File: src/rtl/regfile_pkg.sv
// Shared definitions for the multi-port register file and the decode stage:
// FSM state encoding and a constant-evaluable clog2 helper.
package regfile_pkg;

  typedef enum logic [0:0] {
    INIT = 1'b0,
    RUN  = 1'b1
  } state_e;

  function automatic int unsigned clog2(input int unsigned n);
    int unsigned r;
    int unsigned v;
    r = 0;
    v = 1;
    while (v < n) begin
      v = v << 1;
      r = r + 1;
    end
    return r;
  endfunction

endpackage

File: src/rtl/regfile_sb.sv
// Issue scoreboard: one pending bit per architectural register.
// An issued destination becomes pending; a writeback clears it. When an issue
// and a writeback hit the same register in one cycle the issue wins, because
// the new producer is still outstanding. Register 0 is never pending.
module regfile_sb
  import regfile_pkg::*;
#(
  parameter int NREG = 32,
  parameter int AW   = clog2(NREG),
  parameter int NWR  = 2
) (
  input  logic              clk,
  input  logic              rst,
  input  logic              run,
  input  logic              set_en,
  input  logic [AW-1:0]     set_addr,
  input  logic [NWR-1:0]    wen,
  input  logic [NWR*AW-1:0] waddr,
  output logic [NREG-1:0]   pend
);

  logic [NREG-1:0] set_mask;
  logic [NREG-1:0] clr_mask;
  logic [NREG-1:0] pend_nxt;

  // Next pending vector: clears from writebacks, then sets from issue on top.
  always_comb begin
    set_mask = '0;
    clr_mask = '0;
    if (run) begin
      for (int p = 0; p < NWR; p++) begin
        if (wen[p]) clr_mask[waddr[p*AW +: AW]] = 1'b1;
      end
      if (set_en) set_mask[set_addr] = 1'b1;
    end
    pend_nxt    = (pend & ~clr_mask) | set_mask;
    pend_nxt[0] = 1'b0;
  end

  // Pending vector register; reset leaves nothing outstanding.
  always_ff @(posedge clk) begin
    if (!rst) pend <= '0;
    else      pend <= pend_nxt;
  end

endmodule

File: src/rtl/regfile_mp.sv
// Multi-port register file with zero-latency reads, same-cycle write bypass,
// an issue scoreboard, and a post-reset sweep that zeroes every register.
// Register 0 is hardwired to zero and is never stored or marked pending.
module regfile_mp
  import regfile_pkg::*;
#(
  parameter int XLEN = 32,
  parameter int NREG = 32,
  parameter int NRD  = 2,
  parameter int NWR  = 2,
  parameter int AW   = clog2(NREG)
) (
  input  logic                clk,
  input  logic                rst,
  input  logic [NRD*AW-1:0]   raddr_i,
  output logic [NRD*XLEN-1:0] rdata_o,
  output logic [NRD-1:0]      rpend_o,
  input  logic [NWR-1:0]      wen_i,
  input  logic [NWR*AW-1:0]   waddr_i,
  input  logic [NWR*XLEN-1:0] wdata_i,
  input  logic                set_en_i,
  input  logic [AW-1:0]       set_addr_i,
  output logic                busy_o
);

  localparam logic [AW-1:0] LAST_IDX  = AW'(NREG - 1);
  localparam logic [AW-1:0] FIRST_IDX = AW'(1);

  state_e          state_q;
  logic [AW-1:0]   sweep_q;
  logic            busy_q;
  logic            run;
  logic [NWR-1:0]  wen_run;
  logic [NREG-1:0] pend;
  logic [XLEN-1:0] mem [NREG];

  assign run     = (state_q == RUN);
  assign busy_o  = busy_q;
  assign wen_run = run ? wen_i : '0;

  // Sweep FSM: reset restarts the zeroing pass at index 1; RUN follows the
  // cycle that clears the last register.
  always_ff @(posedge clk) begin
    if (!rst) begin
      state_q <= INIT;
      sweep_q <= FIRST_IDX;
      busy_q  <= 1'b1;
    end else if (state_q == INIT) begin
      if (sweep_q == LAST_IDX) begin
        state_q <= RUN;
        busy_q  <= 1'b0;
      end else begin
        sweep_q <= sweep_q + FIRST_IDX;
      end
    end
  end

  // Storage: the sweep owns the array in INIT; in RUN the ports write in
  // ascending order so the highest-numbered port to an address lands last.
  always_ff @(posedge clk) begin
    if (rst) begin
      if (!run) begin
        mem[sweep_q] <= '0;
      end else begin
        for (int p = 0; p < NWR; p++) begin
          if (wen_i[p] && (waddr_i[p*AW +: AW] != '0))
            mem[waddr_i[p*AW +: AW]] <= wdata_i[p*XLEN +: XLEN];
        end
      end
    end
  end

  // Read ports: stored value, overridden by the highest matching write port;
  // a bypassed read is by definition no longer waiting on its producer.
  always_comb begin
    rdata_o = '0;
    rpend_o = '0;
    for (int k = 0; k < NRD; k++) begin : g_rd
      logic [AW-1:0]   ra;
      logic [XLEN-1:0] rd;
      logic            hit;
      ra  = raddr_i[k*AW +: AW];
      rd  = mem[ra];
      hit = 1'b0;
      for (int p = 0; p < NWR; p++) begin
        if (wen_run[p] && (waddr_i[p*AW +: AW] == ra)) begin
          hit = 1'b1;
          rd  = wdata_i[p*XLEN +: XLEN];
        end
      end
      if (!run || (ra == '0)) begin
        rd  = '0;
        hit = 1'b0;
      end
      rdata_o[k*XLEN +: XLEN] = rd;
      rpend_o[k] = run && (ra != '0) && !hit && pend[ra];
    end
  end

  regfile_sb #(
    .NREG (NREG),
    .AW   (AW),
    .NWR  (NWR)
  ) u_sb (
    .clk      (clk),
    .rst      (rst),
    .run      (run),
    .set_en   (set_en_i),
    .set_addr (set_addr_i),
    .wen      (wen_i),
    .waddr    (waddr_i),
    .pend     (pend)
  );

endmodule

File: config.mk
export PLATFORM = sky130hd
export DESIGN_NAME = regfile_mp
export DESIGN_NICKNAME = d
export VERILOG_FILES = /design/src/rtl/regfile_pkg.sv /design/src/rtl/regfile_sb.sv /design/src/rtl/regfile_mp.sv
export SDC_FILE = /design/constraint.sdc
export NUM_CORES = 2
export LEC_CHECK = 0
export BUFFER_PORTS_ARGS = -buffer_cell sky130_fd_sc_hd__buf_2
export CORE_ASPECT_RATIO = 0.6
export CORE_UTILIZATION = 33
export CTS_CLUSTER_SIZE = 24
export DETAILED_ROUTE_END_ITERATION = 16
export PLACE_DENSITY = 0.49
export SLEW_MARGIN = 20
export SYNTH_ARGS = -nofsm -noshare
export SYNTH_HDL_FRONTEND = slang
export SYNTH_SLANG_ARGS = --single-unit
File: constraint.sdc
create_clock -name clk -period 7.6 [get_ports clk]
set_clock_uncertainty 0.2 [all_clocks]
set_input_delay 1.52 -clock clk [delete_from_list [all_inputs] [get_ports clk]]
set_output_delay 1.52 -clock clk [all_outputs]
set_load 0.005 [all_outputs]
==> report_table.html <==
<table>
<tr><th>Metric</th><th>Value</th></tr>
<tr><th colspan="2">Clock tree</th></tr>
<tr><td>Number of instances resized during post-cts repair</td><td>0</td></tr>
<tr><td>Number of buffers on the longest clock path</td><td>3</td></tr>
<tr><td>H-tree lvl count</td><td>3</td></tr>
<tr><td>Post-CTS setup repair buffer count</td><td>0</td></tr>
<tr><td>Clock-pin slew on the worst setup and hold paths</td><td>70 ps</td></tr>
<tr><td>Root Buffer</td><td>sky130_fd_sc_hd__clkbuf_16</td></tr>
<tr><td>Sinks on the clock net</td><td>1,062</td></tr>
<tr><td>Total clock buffers created by CTS</td><td>103</td></tr>
<tr><td>Clock network latency to the later pin of the worst-skew pair</td><td>720 ps</td></tr>
<tr><td>TritonCTS clock tree</td><td>done</td></tr>
<tr><td>Hold buffers post-CTS</td><td>0</td></tr>
<tr><th colspan="2">Synthesis</th></tr>
<tr><td>Number of enable flip-flop cells after synthesis</td><td>1,024</td></tr>
<tr><td>Most common cell in the synthesized netlist</td><td>sky130_fd_sc_hd__nand2_1</td></tr>
<tr><td>Sequential-to-total area share from yosys stat</td><td>50.8%</td></tr>
<tr><td>Yosys warning count</td><td>0</td></tr>
<tr><td>Syn_area_per_cell</td><td>11.7 um2</td></tr>
<tr><td>Mapped Area</td><td>62,000 um2</td></tr>
<tr><td>Top cell type's share of synthesized area</td><td>49.6%</td></tr>
<tr><td>Number of different library cells in the post-synthesis netlist</td><td>63</td></tr>
<tr><td>Cell accounting for the most synthesized area</td><td>sky130_fd_sc_hd__edfxtp_1</td></tr>
<tr><td>Post-synth ARST share</td><td>0%</td></tr>
<tr><td>Dominant cells by area after synthesis</td><td>sky130_fd_sc_hd__edfxtp_1 (50%), sky130_fd_sc_hd__mux4_2 (18%), sky130_fd_sc_hd__o21ai_0 (8.3%)</td></tr>
<tr><td>Predominant post-synthesis flop cell</td><td>sky130_fd_sc_hd__edfxtp_1</td></tr>
<tr><td>Post-synth net total</td><td>5,376</td></tr>
<tr><td>Register bit total from synthesis</td><td>1,062</td></tr>
<tr><td>Cell types with the highest counts after synthesis</td><td>sky130_fd_sc_hd__nand2_1 (1,057), sky130_fd_sc_hd__o21ai_0 (1,025), sky130_fd_sc_hd__edfxtp_1 (1,024)</td></tr>
<tr><td>Gate Count Post-Synth</td><td>5,280</td></tr>
<tr><th colspan="2">Timing</th></tr>
<tr><td>Setup violators final</td><td>0</td></tr>
<tr><td>Worst relative slew slack</td><td>18.8%</td></tr>
<tr><td>Post-route fraction of the period consumed by the critical path</td><td>89.3%</td></tr>
<tr><td>Total count of max-transition violations in the final report</td><td>0</td></tr>
<tr><td>Unrepaired setup endpoints after global routing</td><td>no</td></tr>
<tr><td>Final critical path time including I/O delays and setup</td><td>6790 ps</td></tr>
<tr><td>Maximum clock frequency</td><td>0.147 GHz</td></tr>
<tr><td>Worst Tran Pin Value</td><td>1220 ps</td></tr>
<tr><td>Tightest hold margin</td><td>270 ps</td></tr>
<tr><td>Hold violation total from the final report</td><td>0</td></tr>
<tr><td>Final sum of negative setup slack</td><td>0 ps</td></tr>
<tr><td>Least setup slack across all paths after layout</td><td>814 ps</td></tr>
<tr><th colspan="2">Finish</th></tr>
<tr><td>Net count, final</td><td>5,114</td></tr>
<tr><td>Layout area overhead</td><td>10.8%</td></tr>
<tr><td>Register cell area after layout</td><td>31,500 um2</td></tr>
<tr><td>Ratio of cells with drive above 1 in the final layout</td><td>20.8%</td></tr>
<tr><td>Area of the multi-input gates</td><td>28,200 um2</td></tr>
<tr><td>Layout filler cell count</td><td>17.6k</td></tr>
<tr><td>Core Util, Final</td><td>37.1%</td></tr>
<tr><td>Number of non-filler instances in the completed layout</td><td>7,587</td></tr>
<tr><th colspan="2">Floorplanning</th></tr>
<tr><td>Initial Util</td><td>33.4%</td></tr>
<tr><td>Vertical die dimension</td><td>338 um</td></tr>
<tr><td>Number of I/O pins</td><td>161</td></tr>
<tr><td>Std-Cell Core Area</td><td>185,000 um2</td></tr>
<tr><td>Overall die area</td><td>190,000 um2</td></tr>
<tr><td>Count of standard-cell rows</td><td>122</td></tr>
<tr><td>Die width</td><td>562 um</td></tr>
<tr><th colspan="2">Setup path</th></tr>
<tr><td>CP Data Required Time</td><td>5880 ps</td></tr>
<tr><td>Startpoint type of the worst setup path</td><td>input port</td></tr>
<tr><td>Slowest-stage cell, CP</td><td>sky130_fd_sc_hd__o21ai_0</td></tr>
<tr><td>Number of cells on the worst reg-to-reg path</td><td>5</td></tr>
<tr><td>Setup Crit Path Kind</td><td>in -&gt; out</td></tr>
<tr><td>Critical path cell sequence</td><td>buf_4, nand2b_4, buf_4, o221ai_1, o22ai_1, o21ai_0, a32o_1, buf_2</td></tr>
<tr><td>Critical path's most frequent cell</td><td>sky130_fd_sc_hd__buf_4</td></tr>
<tr><td>Arrival time of the worst setup path</td><td>5070 ps</td></tr>
<tr><td>Worst stage delay on the critical path</td><td>800 ps</td></tr>
<tr><td>Critical Path Fanout Max</td><td>26</td></tr>
<tr><td>Kind of end point of the critical path</td><td>primary output</td></tr>
<tr><th colspan="2">Routing</th></tr>
<tr><td>Iter 0 DRT Violations</td><td>7,459</td></tr>
<tr><td>Number of nets still failing antenna checks after routing</td><td>0</td></tr>
<tr><td>Via count</td><td>47.4k</td></tr>
<tr><td>Number of vias per cell</td><td>6.25</td></tr>
<tr><td>Residual DRC count</td><td>0</td></tr>
<tr><td>First-pass iteration count of the detailed router</td><td>8</td></tr>
<tr><td>DR WL/cell</td><td>34.6 um</td></tr>
<tr><td>Routed wire length</td><td>262,000 um</td></tr>
<tr><th colspan="2">Global routing</th></tr>
<tr><td>Largest net degree at the start of global routing</td><td>107</td></tr>
<tr><td>Global-route wire length before repair</td><td>363,000 um</td></tr>
<tr><td>Grt ovf</td><td>0</td></tr>
<tr><td>Tot GR Track Use</td><td>27.3%</td></tr>
<tr><td>Number of global-route vias before repair</td><td>43.8k</td></tr>
<tr><td>Antenna violations before repair</td><td>12</td></tr>
<tr><th colspan="2">Placed design</th></tr>
<tr><td>Final weighted congestion of routability-driven global placement</td><td>0.840</td></tr>
<tr><td>Half-perimeter wire length after detailed placement</td><td>150,000 um</td></tr>
<tr><td>Number of placed cells counting well taps</td><td>7,393</td></tr>
<tr><td>DP Worst Slack</td><td>1020 ps</td></tr>
<tr><td>Number of input and output port buffers inserted</td><td>160</td></tr>
<tr><th colspan="2">Pwr</th></tr>
<tr><td>Worst IR drop on VDD</td><td>0.171 mV</td></tr>
<tr><td>Power spent charging and discharging nets</td><td>3270 uW</td></tr>
<tr><td>Clock share of power</td><td>42.4%</td></tr>
<tr><td>Net Sw Frac</td><td>25.1%</td></tr>
<tr><td>Internal</td><td>9760 uW</td></tr>
<tr><td>Sequential cell fraction of total power</td><td>49.2%</td></tr>
<tr><td>Power Dens Cells</td><td>190 nW/um2</td></tr>
<tr><td>Relative contribution of combinational cells to total power</td><td>8.4%</td></tr>
<tr><td>Lkg Pwr</td><td>0.0200 uW</td></tr>
<tr><th colspan="2">Job</th></tr>
<tr><td>Max-cap violations</td><td>0</td></tr>
<tr><th colspan="2">Outcome</th></tr>
<tr><td>Status</td><td>finished, final reports clean</td></tr>
<tr><th colspan="2">Hold path</th></tr>
<tr><td>HP Class</td><td>reg -&gt; reg</td></tr>
<tr><td>Number of cells on the worst hold path</td><td>2</td></tr>
</table>
==> power by group through the flow <==
stage	combinational (uW)	clock [uW]	sequential [uW]
3_3_place_gp	1070	0	6540
5_1_grt	1120	5770	6420
3_5_place_dp	1070	0	6540
6_report	1100	5520	6420
2_1_floorplan	659	0	6530
4_1_cts	1070	5550	6410
==> worst max-delay path, delay by kind of cell <==
family / cells / cell delay [ps]
AND/OR/NAND/NOR: 1 / 470
buffers and inverters: 3 / 1030
AO/OA/AOI/OAI: 4 / 2000
==> layout make-up <==
cell class,count,share of cell area (%)
inverter,42,0.233
sequential,1062,45.8
antenna,1,0.00364
clock buffer,123,3.92
tap,2480,4.51
multi-input combinational,3498,41.0
clock inverter,70,1.04
timing repair buffer,311,3.41
==> sequential cells by signal, indices dropped and copies added, names as in the netlist <==
signal	flops
mem	1024
sweep_q	5
u_sb.pend	31
busy_o	1
run	1
==> final timing paths <==
path / slack (ps) / startpoint / endpoint
hold / removal: 270 / busy_o$_SDFFE_PN1P_ / busy_o$_SDFFE_PN1P_
hold reg to reg: 270 / busy_o$_SDFFE_PN1P_ / busy_o$_SDFFE_PN1P_
setup reg to reg: 3050 / run$_SDFF_PN0_ / mem[2][30]$_DFFE_PP_
setup / recovery: 810 / raddr_i[6] / rdata_o[63]
==> metal layers <==
layer / vias to the layer above / global-route usage (%) / part of all wire [%]
met2: 3351 / 39.1 / 41
met1: 24084 / 39.9 / 42
met3: 386 / 8.43 / 14
met4: 6 / 6.49 / 2.5
li1: 19600 / - / -
met5: - / 0.425 / 0.053
==> through the flow <==
stage	total power [uW]	cell area, um2
finish	13000	68700
global route	13300	68700
CTS	13000	68700
detailed placement	7610	65300
global placement	7610	65300
floorplan	7190	62000
==> cell families (layout without fill, tap and decap cells) <==
| kind of cell | count (synthesis) | in the layout | synth area share (%) |
|---|---|---|---|
| XOR/XNOR | 23 | 23 | 0.325 |
| AO/OA/AOI/OAI | 1454 | 1454 | 13.6 |
| multiplexers | 729 | 729 | 21.8 |
| AND/OR/NAND/NOR | 1290 | 1290 | 8.50 |
| buffers and inverters | 720 | 546 | 4.91 |
| other | 0 | 1 | 0 |
| flip-flops | 1062 | 1062 | 50.8 |
| adder cells (fa/ha/maj) | 2 | 2 | 0.0403 |
==> cell usage in the layout, fill, tap and decap left out, types with 18 or more instances in the layout <==
| master | instances |
|---|---|
| sky130_fd_sc_hd__edfxtp_1 | 1024 |
| sky130_fd_sc_hd__clkbuf_16 | 105 |
| sky130_fd_sc_hd__nor2b_1 | 33 |
| sky130_fd_sc_hd__a32o_1 | 31 |
| sky130_fd_sc_hd__o21bai_4 | 19 |
| sky130_fd_sc_hd__o22ai_1 | 34 |
| sky130_fd_sc_hd__clkinv_1 | 27 |
| sky130_fd_sc_hd__o21ai_0 | 1025 |
| sky130_fd_sc_hd__mux2i_1 | 228 |
| sky130_fd_sc_hd__clkbuf_1 | 18 |
| sky130_fd_sc_hd__buf_12 | 28 |
| sky130_fd_sc_hd__clkinv_2 | 22 |
| sky130_fd_sc_hd__a21oi_1 | 39 |
| sky130_fd_sc_hd__mux4_2 | 498 |
| sky130_fd_sc_hd__dfxtp_1 | 38 |
| sky130_fd_sc_hd__nor2_1 | 49 |
| sky130_fd_sc_hd__o21a_1 | 31 |
| sky130_fd_sc_hd__buf_4 | 124 |
| sky130_fd_sc_hd__nand2_1 | 1044 |
| sky130_fd_sc_hd__nand3_1 | 46 |
| sky130_fd_sc_hd__o2bb2ai_1 | 30 |
| sky130_fd_sc_hd__o221ai_1 | 92 |
| sky130_fd_sc_hd__a22oi_1 | 110 |
| sky130_fd_sc_hd__buf_2 | 153 |
| sky130_fd_sc_hd__inv_1 | 39 |
No activity file was read; power rests on OpenSTA's default activity.
